$ cat src/rtl/select_issuer_3_8_if.sv
// select_issuer_3_8_if
// Handshake bundle for the select issuer.
//   in_valid/in_idx/in_ready     : 3-bit port index input, valid/ready
//   out_valid/out_select/out_ready : one-hot 8-bit select output, valid/ready
// Modports:
//   slave  : issuer side (consumes indices, produces selects)
//   master : environment side (scheduler plus datapath)
interface select_issuer_3_8_if;
    logic       in_valid;
    logic [2:0] in_idx;
    logic       in_ready;
    logic       out_valid;
    logic [7:0] out_select;
    logic       out_ready;

    modport slave (
        input  in_valid,
        input  in_idx,
        input  out_ready,
        output in_ready,
        output out_valid,
        output out_select
    );

    modport master (
        output in_valid,
        output in_idx,
        output out_ready,
        input  in_ready,
        input  out_valid,
        input  out_select
    );
endinterface

$ cat src/rtl/select_issuer_3_8.sv
// select_issuer_3_8
// Buffers 3-bit port indices in an in-order FIFO and issues each one as a
// registered one-hot 8-bit select. Issue is held while the target port is
// still marked busy.
// Ports:
//   clk        : system clock, all state on the rising edge
//   rst_n      : synchronous active-low reset
//   bus        : index input and select output handshakes (slave modport)
//   release_i  : per-port pulse that clears the matching busy bit
//   busy_o     : registered per-port busy mask
//   count_o    : FIFO occupancy, not counting the output stage
module select_issuer_3_8 #(
    parameter int DEPTH = 4
) (
    input  logic                     clk,
    input  logic                     rst_n,
    select_issuer_3_8_if.slave       bus,
    input  logic [7:0]               release_i,
    output logic [7:0]               busy_o,
    output logic [$clog2(DEPTH):0]   count_o
);

    localparam int PW = $clog2(DEPTH);
    localparam int CW = PW + 1;
    localparam logic [CW-1:0] DEPTH_C = CW'(DEPTH);

    typedef enum logic [0:0] {
        ST_EMPTY = 1'b0,
        ST_HOLD  = 1'b1
    } state_t;

    // Decode a port index into its one-hot select.
    function automatic logic [7:0] idx_to_onehot(input logic [2:0] idx);
        return 8'h01 << idx;
    endfunction

    logic [2:0]    mem_q [DEPTH];
    logic [PW-1:0] wr_ptr_q, wr_ptr_d;
    logic [PW-1:0] rd_ptr_q, rd_ptr_d;
    logic [CW-1:0] count_q,  count_d;
    state_t        state_q,  state_d;
    logic [7:0]    sel_q,    sel_d;
    logic [7:0]    busy_q,   busy_d;

    logic       push_s;
    logic       consume_s;
    logic       eligible_s;
    logic       load_s;
    logic [2:0] head_s;

    assign head_s    = mem_q[rd_ptr_q];
    assign push_s    = bus.in_valid && bus.in_ready;
    assign consume_s = bus.out_valid && bus.out_ready;
    // A head whose port is still busy, or which is the select currently
    // held, must wait; this blocks every entry queued behind it.
    assign eligible_s = (count_q != {CW{1'b0}}) && !busy_q[head_s] &&
                        !(bus.out_valid && sel_q[head_s]);
    assign load_s     = eligible_s && ((state_q == ST_EMPTY) || consume_s);

    assign bus.in_ready   = (count_q < DEPTH_C);
    assign bus.out_valid  = (state_q == ST_HOLD);
    assign bus.out_select = sel_q;
    assign busy_o         = busy_q;
    assign count_o        = count_q;

    // Next-state logic for the output stage, FIFO pointers and busy mask.
    always_comb begin
        state_d  = state_q;
        sel_d    = sel_q;
        rd_ptr_d = rd_ptr_q;
        wr_ptr_d = wr_ptr_q;
        count_d  = count_q;
        // Set after clear, so a port issued this cycle stays busy even if
        // its release bit pulses in the same cycle.
        busy_d   = (busy_q & ~release_i) | (consume_s ? sel_q : 8'h00);

        case (state_q)
            ST_EMPTY: begin
                if (load_s) begin
                    state_d  = ST_HOLD;
                    sel_d    = idx_to_onehot(head_s);
                    rd_ptr_d = rd_ptr_q + PW'(1);
                end else begin
                    state_d = ST_EMPTY;
                    sel_d   = 8'h00;
                end
            end
            ST_HOLD: begin
                if (load_s) begin
                    state_d  = ST_HOLD;
                    sel_d    = idx_to_onehot(head_s);
                    rd_ptr_d = rd_ptr_q + PW'(1);
                end else if (consume_s) begin
                    state_d = ST_EMPTY;
                    sel_d   = 8'h00;
                end else begin
                    state_d = ST_HOLD;
                    sel_d   = sel_q;
                end
            end
            default: begin
                state_d = ST_EMPTY;
                sel_d   = 8'h00;
            end
        endcase

        if (push_s) begin
            wr_ptr_d = wr_ptr_q + PW'(1);
        end else begin
            wr_ptr_d = wr_ptr_q;
        end

        case ({push_s, load_s})
            2'b10:   count_d = count_q + CW'(1);
            2'b01:   count_d = count_q - CW'(1);
            default: count_d = count_q;
        endcase
    end

    // State register with synchronous active-low reset.
    always_ff @(posedge clk) begin
        if (!rst_n) begin
            state_q  <= ST_EMPTY;
            sel_q    <= 8'h00;
            rd_ptr_q <= {PW{1'b0}};
            wr_ptr_q <= {PW{1'b0}};
            count_q  <= {CW{1'b0}};
            busy_q   <= 8'h00;
        end else begin
            state_q  <= state_d;
            sel_q    <= sel_d;
            rd_ptr_q <= rd_ptr_d;
            wr_ptr_q <= wr_ptr_d;
            count_q  <= count_d;
            busy_q   <= busy_d;
        end
    end

    // FIFO storage; contents are don't-care until written, so no reset.
    always_ff @(posedge clk) begin
        if (push_s) begin
            mem_q[wr_ptr_q] <= bus.in_idx;
        end
    end

endmodule
$ cat src/flat_wrapper.sv
// flat-port wrapper written by rule: the top's interface ports become plain ports
module select_issuer_3_8_flat 
#(
    parameter int DEPTH = 4
)
  (clk, rst_n, release_i, busy_o, count_o, bus_in_valid, bus_in_idx, bus_out_ready, bus_in_ready, bus_out_valid, bus_out_select);
  select_issuer_3_8_if bus_i ();
  input  logic clk;
  input  logic rst_n;
  input  logic [7:0] release_i;
  output logic [7:0] busy_o;
  output logic [$clog2(DEPTH):0] count_o;
  input wire logic [$bits(bus_i.in_valid)-1:0] bus_in_valid;
  input wire logic [$bits(bus_i.in_idx)-1:0] bus_in_idx;
  input wire logic [$bits(bus_i.out_ready)-1:0] bus_out_ready;
  output wire logic [$bits(bus_i.in_ready)-1:0] bus_in_ready;
  output wire logic [$bits(bus_i.out_valid)-1:0] bus_out_valid;
  output wire logic [$bits(bus_i.out_select)-1:0] bus_out_select;
  assign bus_i.in_valid = bus_in_valid;
  assign bus_i.in_idx = bus_in_idx;
  assign bus_i.out_ready = bus_out_ready;
  assign bus_in_ready = bus_i.in_ready;
  assign bus_out_valid = bus_i.out_valid;
  assign bus_out_select = bus_i.out_select;
  select_issuer_3_8 #(.DEPTH(DEPTH)) u_core (.clk(clk), .rst_n(rst_n), .bus(bus_i), .release_i(release_i), .busy_o(busy_o), .count_o(count_o));
endmodule
$ cat config.mk
export PLATFORM = sky130hd
export DESIGN_NAME = select_issuer_3_8_flat
export DESIGN_NICKNAME = d
export VERILOG_FILES = /design/src/rtl/select_issuer_3_8_if.sv /design/src/rtl/select_issuer_3_8.sv /design/src/flat_wrapper.sv
export SDC_FILE = /design/constraint.sdc
export NUM_CORES = 1
export LEC_CHECK = 0
export CAP_MARGIN = 20
export CORE_MARGIN = 4
export CORE_UTILIZATION = 40
export CTS_BUF_LIST = sky130_fd_sc_hd__clkbuf_2 sky130_fd_sc_hd__clkbuf_4 sky130_fd_sc_hd__clkbuf_8
export CTS_CLUSTER_SIZE = 14
export DETAILED_ROUTE_END_ITERATION = 10
export DONT_BUFFER_PORTS = 1
export SETUP_SLACK_MARGIN = 0.15
export SYNTH_ARGS = -nofsm -noshare
export SYNTH_HDL_FRONTEND = slang
export SYNTH_SLANG_ARGS = --single-unit
$ cat constraint.sdc
create_clock -name clk -period 6.9 [get_ports clk]
set_input_delay 1.035 -clock clk [delete_from_list [all_inputs] [get_ports clk]]
set_output_delay 1.035 -clock clk [all_outputs]
set_load 0.02 [all_outputs]
# Yosys cells after proc, flatten, opt, wreduce, memory -nomap -nowiden
# Memory sizes are Yosys's and may differ from the RTL's. A register that Yosys moved wholly into a read port is not among the register bits.
# Cells that the tools add are included.
# op_classes
order_cmp,2
n_eq_ne,3
n_reduce_logical,11
n_addsub,4
n_mux,19
shift,1
bitwise,4
# ops
cell,count
$mux 8,4
$pmux 8 s2,1
$and 8x8->8,1
$not 8->8,1
$or 8x8->8,1
$shl 1x3->8 const A,1
$mux 1,7
$bmux 1 s3,2
$logic_and 1x1->1,6
$mux 2,3
$pmux 3 s2,1
$add 2x1->2 const B,2
$lt 3x4->1 const B,1
$add 3x1->3 const B,1
$lt 3x3->1 const B,1
$ne 3x3->1 const B,1
$reduce_bool 3->1,1
$sub 3x1->3 const B,1
$eq 2x1->1 const B,1
$eq 2x2->1 const B,1
$logic_not 1->1,2
$pmux 1 s2,1
$reduce_bool 2->1,1
$logic_or 1x1->1,1
$not 1->1,1
# word_totals
word_cells,51
regBits,24
ram_bits,12
out_inout_bits,21
memories,1
# mem_list
memory,words,width,read_ports,rd_ports_with_merged_regs,write_ports,line_no,rtl
u_core.mem_q,4,3,1,1,1,select_issuer_3_8.sv:37,logic [2:0] mem_q [DEPTH];

# Logic depth before layout (Yosys ltp)
# Gate-level depths: netlist (run 1).
# logic_depth
depth_word,9
mapped_depth,13
depth_no_buf,11

# Worst setup path before layout (run 1)
# Ideal clock, no wire load.
# synth_path
path_kind,register to register
from,register (tool-made name)
to,register u_core.count_q[2] (netlist: u_core.count_o[2])
arrival_ps,2914
path_slack_ps,3910
n_path_buf,2
path_stages_with_launch,14
setup_ps,76
path_cell_list,dfxtp_1 buf_6 mux4_2 buf_6 mux2i_1 mux2i_1 a211oi_2 and2_1 ha_1 inv_1 fa_1 xor2_1 or3_1 a21boi_0
# synth_rtl
element,line_no,rtl
"end signal, assigned",select_issuer_3_8.sv:127,count_q <= {CW{1'b0}};
"end signal, assigned",select_issuer_3_8.sv:134,count_q <= count_d;
"end, declared",select_issuer_3_8.sv:40,"logic [CW-1:0] count_q, count_d;"

==> flow_summary.ini, run 1 <==
[timing]
clock_skew_ns = 0.009531
worst_pin_slew_ns = 0.4736
relSlewSlack_pct = 68.36
rsz0062_at_grt = no
fin_tns_setup_ns = 0
fin_crit_sh_pct = 49.08
hold_viol = 0
maxSlewViolCount = 0
finalSetupViolations = 0
layout_min_cycle_time_ns = 3.386
max_freq_ghz = 0.2953
holdWs_ns = 0.4740

[layout]
final_cell_mix = 26 x dfxtp_1, 20 x nor2b_1, 12 x and2_1, 12 x edfxtp_1, 10 x a21oi_1
seq_area_sq_um = 880.8
multiInputGateArea_sq_um = 858.3
drive_above_1_share_pct = 9.697
nets = 185
n_fill_cell = 416
syn_to_final_growth_pct = 4.778
n_antenna_cell = 0
layout_commonest_cell = dfxtp_1

[global_routing]
track_usage_pct = 13.52
grt_overflow = 0
grt_max_degree = 22
grt_pass1_vias = 1250
grt_pass1_wl_mm = 5.782
antenna_found_initial = 0

[detailed_routing]
detail_route.vias_per_cell = 5.548
num_vias = 1204
post-route-drc-count = 0
routedWlPerCell_microns = 16.55
drtIter0Drc = 57
postRouteAntennaNets = 0
wirelength_mm = 3.592
dr.pass1.iters = 4

[logic_synthesis]
yosysWarnings = 0
synth_area_sq_um = 1833
async_flop_share_pct = 0
post_synth.cell_area_avg_sq_um = 10.98
synth_edf_count = 12
synth_nets = 188
synth_cell_type_count = 36
synthCells = 167
synth_ff_type = dfxtp_1
synth-seq-area-share_pct = 48.05
synth-seq-cells = 38

[die]
die_w_microns = 75.70
die-area_sq_um = 5730
start_util_pct = 41.81
num_io_pins = 36
coreArea_sq_um = 4384
die_h_microns = 75.70
rows = 24

[setup_path]
r2r-end = u_core.count_o[2]
critPathCaptureType = register
reg2reg_slack_ns = 3.51
r2r_cells = 11
critical_path_class = register to register
endpoint = u_core.count_o[2]
start_kind = register
cp.required_ns = 7.11
critPathMaxFanout = 10
crit_arrival_ns = 3.59

[hold_path]
min_path_type = register to register

[cts]
cts_setup_buffers = 0
cts_hold_buffers = 0
htreeDepth = 2
cts-root-buf = clkbuf_8
clk_pin_slew_ns = 0.07
ctsResizeCount = 0
worstSkewPairLatency_ns = 0.29
cts-buffers-inserted = 5
cts_tree = built
cts.sinks = 38
clk_path_buf_depth = 2

[flow_run]
drv_cap = 0

[placed_design]
portBuffers = 0
gp_congestion = 0.8787
dp_hpwl_mm = 2.740

[power_and_ir_drop]
ir_drop_mv = 0.1796
p_leak_nw = 0.6687
p_per_area_nw_per_um2 = 374.8

[outcome]
outcome = finished, final reports clean
worst max-delay path: stages (launching register included):
cell,delay [ns]
dfxtp_1,0.47
mux4_2,0.69
nor3b_1,0.27
nor3_1,0.10
a211oi_1,0.30
and2_1,0.21
ha_1,0.19
inv_1,0.06
fa_1,0.37
xor2_1,0.16
or3_1,0.30
a21boi_0,0.18
sequential cells by signal, summed over array words and instances (netlist names), named ones only:
| signal | cells |
|---|---|
| u_core.bus.out_valid | 1 |
| u_core.bus.out_select | 8 |
| u_core.mem_q | 12 |
| u_core.busy_o | 8 |
| u_core.rd_ptr_q | 2 |
| u_core.wr_ptr_q | 2 |
| u_core.count_o | 3 |
cell usage after synthesis (2+ instances only):
library cell  count  share of area (%)
a21oi_1          10                2.7
a32o_1            8                4.4
and2_1           12                4.1
buf_6             3                1.8
clkbuf_1          5                1.0
dfxtp_1          26                 28
edfxtp_1         12                 20
ha_1              5                3.4
inv_1             8                1.6
mux2_2            4                2.5
mux2i_1           8                4.4
mux4_2            3                3.7
nand2_1           6                1.2
nand2b_1          3                1.0
nor2_1            3               0.61
nor2b_1          20                6.8
nor3_1            3               0.82
nor3b_1           4                1.6
o21ai_0           4                1.1
o22ai_1           2               0.68
o41ai_1           2               0.96
xnor2_1           2               0.96
per-stage QoR:
stage	utilization, %	setup WS [ns]	cell area, sq um	power, mW	std cells
after floorplan	-	3.910	1833	0.5553	167
after global placement	41.84	3.744	1834	0.5693	209
after detailed placement	41.84	3.597	1834	0.5770	209
after CTS	43.81	3.480	1921	0.7260	217
after global routing	43.81	3.292	1921	0.7759	217
final	43.81	3.514	1921	0.7199	217
worst min path at each step:
stage	startpoint	to	slack [ns]	depth (start not counted)
final	u_core.rd_ptr_q[1]	register	0.47	2
after global routing	u_core.rd_ptr_q[1]	u_core.rd_ptr_q[1]	0.51	2
after CTS	u_core.rd_ptr_q[1]	register	0.48	2
after detailed placement	u_core.rd_ptr_q[1]	register	0.47	2
after global placement	u_core.rd_ptr_q[1]	register	0.46	2
after floorplan	u_core.rd_ptr_q[1]	register	0.45	2
per-layer routing:
layer	share of wire (%)	wire length (microns)	track usage [%]
met1	41	1485	15.14
met2	49	1758	23.30
met3	8.0	289	5.013
met4	1.6	59	5.243
met5	0	0	0
cell type report:
type	count	share of cell area (%)
tap	52	3.388
multi-input combinational	111	44.69
clock inverter	2	0.5212
clock buffer	6	3.974
sequential	38	45.86
inverter	8	1.564
power by group:
group,internal [mW],switching [mW]
registers,0.267,0.0563
clock network,0.0738,0.0731
logic,0.113,0.137
cell families after synthesis:
logic type | count (synthesis) | share of synthesized area, %
buffers and inverters | 18 | 5.119
flip-flops | 38 | 48.05
AO/OA/AOI/OAI | 30 | 11.74
multiplexers | 15 | 10.51
XOR/XNOR | 3 | 1.434
adder cells (fa/ha/maj) | 6 | 4.505
AND/OR/NAND/NOR | 57 | 18.64
(Power assumes the default switching activity.)
==> run 2, diff against run 1 <==
==> constraint.sdc (replaced) <==
create_clock -name clk -period 2.8 [get_ports clk]
set_input_delay 0.42 -clock clk [delete_from_list [all_inputs] [get_ports clk]]
set_output_delay 0.42 -clock clk [all_outputs]
set_load 0.02 [all_outputs]
==> run 2 against run 1 <==
Compared with the run above: the flow now finishes with violations (negative setup slack); fmax rose by 14%; clock power rose to 2.6 times the previous value; first-iteration DRC count rose by 8.8%; worst hold slack got worse by 0.25 ns; largest power group is now combinational logic.
==> flow_summary.ini, run 2 (synthesis gave the netlist of run 1 again) <==
[outcome]
outcome = complete, but fails checks
violations = negative setup slack

[power_and_ir_drop]
p_leak_nw = 0.7349
p_per_area_nw_per_um2 = 962.3
ir_drop_mv = 0.5472
p_total_mw = 2.005

[timing]
clock_skew_ns = 0.01003
rsz0062_at_grt = yes
maxSlewViolCount = 0
worst_pin_slew_ns = 0.4806
fin_ws_ns = -0.1635
max_freq_ghz = 0.3374
relSlewSlack_pct = 67.89
finalSetupViolations = 1
holdWs_ns = 0.2275
fin_crit_sh_pct = 105.8
fin_tns_setup_ns = -0.1635
layout_min_cycle_time_ns = 2.963
hold_viol = 0

[detailed_routing]
post-route-drc-count = 0
drtIter0Drc = 62
routedWlPerCell_microns = 16.93
num_vias = 1256
detail_route.vias_per_cell = 5.509
wirelength_mm = 3.860
postRouteAntennaNets = 0
dr.pass1.iters = 4

[cts]
cts.sinks = 38
cts-buffers-inserted = 5
clk_pin_slew_ns = 0.07
htreeDepth = 2
worstSkewPairLatency_ns = 0.28
cts-root-buf = clkbuf_8
clk_path_buf_depth = 2
cts_tree = built
cts_hold_buffers = 0

[die]
coreArea_sq_um = 4384
die_w_microns = 75.70
rows = 24
die_h_microns = 75.70
die-area_sq_um = 5730
num_io_pins = 36
start_util_pct = 41.81

[global_routing]
grt_max_degree = 22
grt_pass1_vias = 1337
antenna_found_initial = 0
grt_overflow = 0
track_usage_pct = 14.56
grt_pass1_wl_mm = 6.106

[layout]
drive_above_1_share_pct = 22.73
largest-register = u_core.mem_q
syn_to_final_growth_pct = 13.65
layout_commonest_cell = dfxtp_1
largest_register_ffs = 12
n_fill_cell = 380
final_cell_mix = 24 x dfxtp_1, 20 x nor2b_1, 12 x edfxtp_1, 11 x and2_1, 10 x a21oi_1
nets = 196
n_antenna_cell = 0

[setup_path]
critPathCaptureType = register
reg2reg_slack_ns = -0.16
path_buf_inv = 1
r2r-end = u_core.count_o[2]
crit_family = multiplexers
path_cells = mux4_2 > mux2i_1 > o22ai_1 > a211oi_2 > and2_4 > ha_4 > inv_2 > fa_2 > xor2_1 > or3_1 > a21boi_2
r2r_start = u_core.mem_q[3][0]
r2r_cells = 11
cp_slowest_cell = mux4_2
slowest_delay_ns = 0.60
crit_arrival_ns = 3.18
cp.required_ns = 3.02
critical_path_class = register to register
start_kind = register
critPathMaxFanout = 5

[hold_path]
min_path_type = input pin to register
min_path_cells = 0
hold_end = u_core.mem_q[2][1]
holdCritStartpoint = bus_in_idx[1]

[placed_design]
dp_slack_ns = -0.2680
dp_hpwl_mm = 2.826
portBuffers = 0
gp_congestion = 0.8985

[flow_run]
drv_cap = 0
run 2: cell count changes in the layout (fill, tap and decap cells not counted), sizes merged:
cell | before | now
buf | 0 | 10
clkbuf | 6 | 8
clkinv | 2 | 0
mux4 | 3 | 4
run 2: layout make-up:
cell class	instances	area, sq um	share of cell area [%]
Clock buffer	8	91.34	4.384
Inverter	8	30.03	1.441
Multi-Input combinational cell	112	932.1	44.74
Sequential cell	38	885.9	42.52
Tap cell	52	65.06	3.123
Timing Repair Buffer	10	78.83	3.784
run 2: report_power, final:
part / internal [mW] / total, mW / switching (mW)
Sequential: 0.663 / 0.801 / 0.138
Combinational: 0.414 / 0.823 / 0.409
Clock: 0.206 / 0.381 / 0.175
run 2: stage by stage:
stage	util (%)	area, sq um	instances
6_report	47.52	2083	228
3_3_place_gp	43.41	1903	216
2_1_floorplan	-	1853	167
3_5_place_dp	43.41	1903	216
4_1_cts	46.95	2058	227
5_1_grt	47.52	2083	228
run 2: timing repair:
item,in CTS,in global routing
endpoints found under the setup margin,3,2
gates resized for setup,7,4
pin swaps,5,3
cloned,1,0
setup buffers,2,1
run 2: how the worst max path moves through the flow:
stage | start | end | slack [ns] | cells past startpoint
6_report | u_core.mem_q[3][0] | u_core.count_o[2] | -0.16 | 11
5_1_grt | u_core.mem_q[3][0] | u_core.count_o[2] | -0.25 | 11
4_1_cts | u_core.mem_q[3][0] | u_core.count_o[2] | -0.19 | 11
3_5_place_dp | register | u_core.count_o[2] | -0.27 | 11
3_3_place_gp | register | u_core.count_o[2] | -0.12 | 11
2_1_floorplan | register | u_core.count_o[2] | -0.07 | 13
run 2: per-layer routing:
| layer | global-route usage, % | vias up | wire length (microns) |
|---|---|---|---|
| li1 | - | 612 | - |
| met1 | 17.47 | 605 | 1661 |
| met2 | 23.97 | 35 | 1944 |
| met3 | 4.749 | 4 | 221 |
| met4 | 6.214 | 0 | 32 |
| met5 | 0 | - | 0 |
==> run 3, diff against run 2 <==
--- a/config.mk
+++ b/config.mk
@@ -12,6 +12,7 @@
 export CTS_CLUSTER_SIZE = 14
 export DETAILED_ROUTE_END_ITERATION = 10
 export DONT_BUFFER_PORTS = 1
+export PLACE_DENSITY = 0.6
 export SETUP_SLACK_MARGIN = 0.15
 export SYNTH_ARGS = -nofsm -noshare
 export SYNTH_HDL_FRONTEND = slang
==> results of run 3 <==
No change in the layout: final DEF, timing and power equal those of run 2.
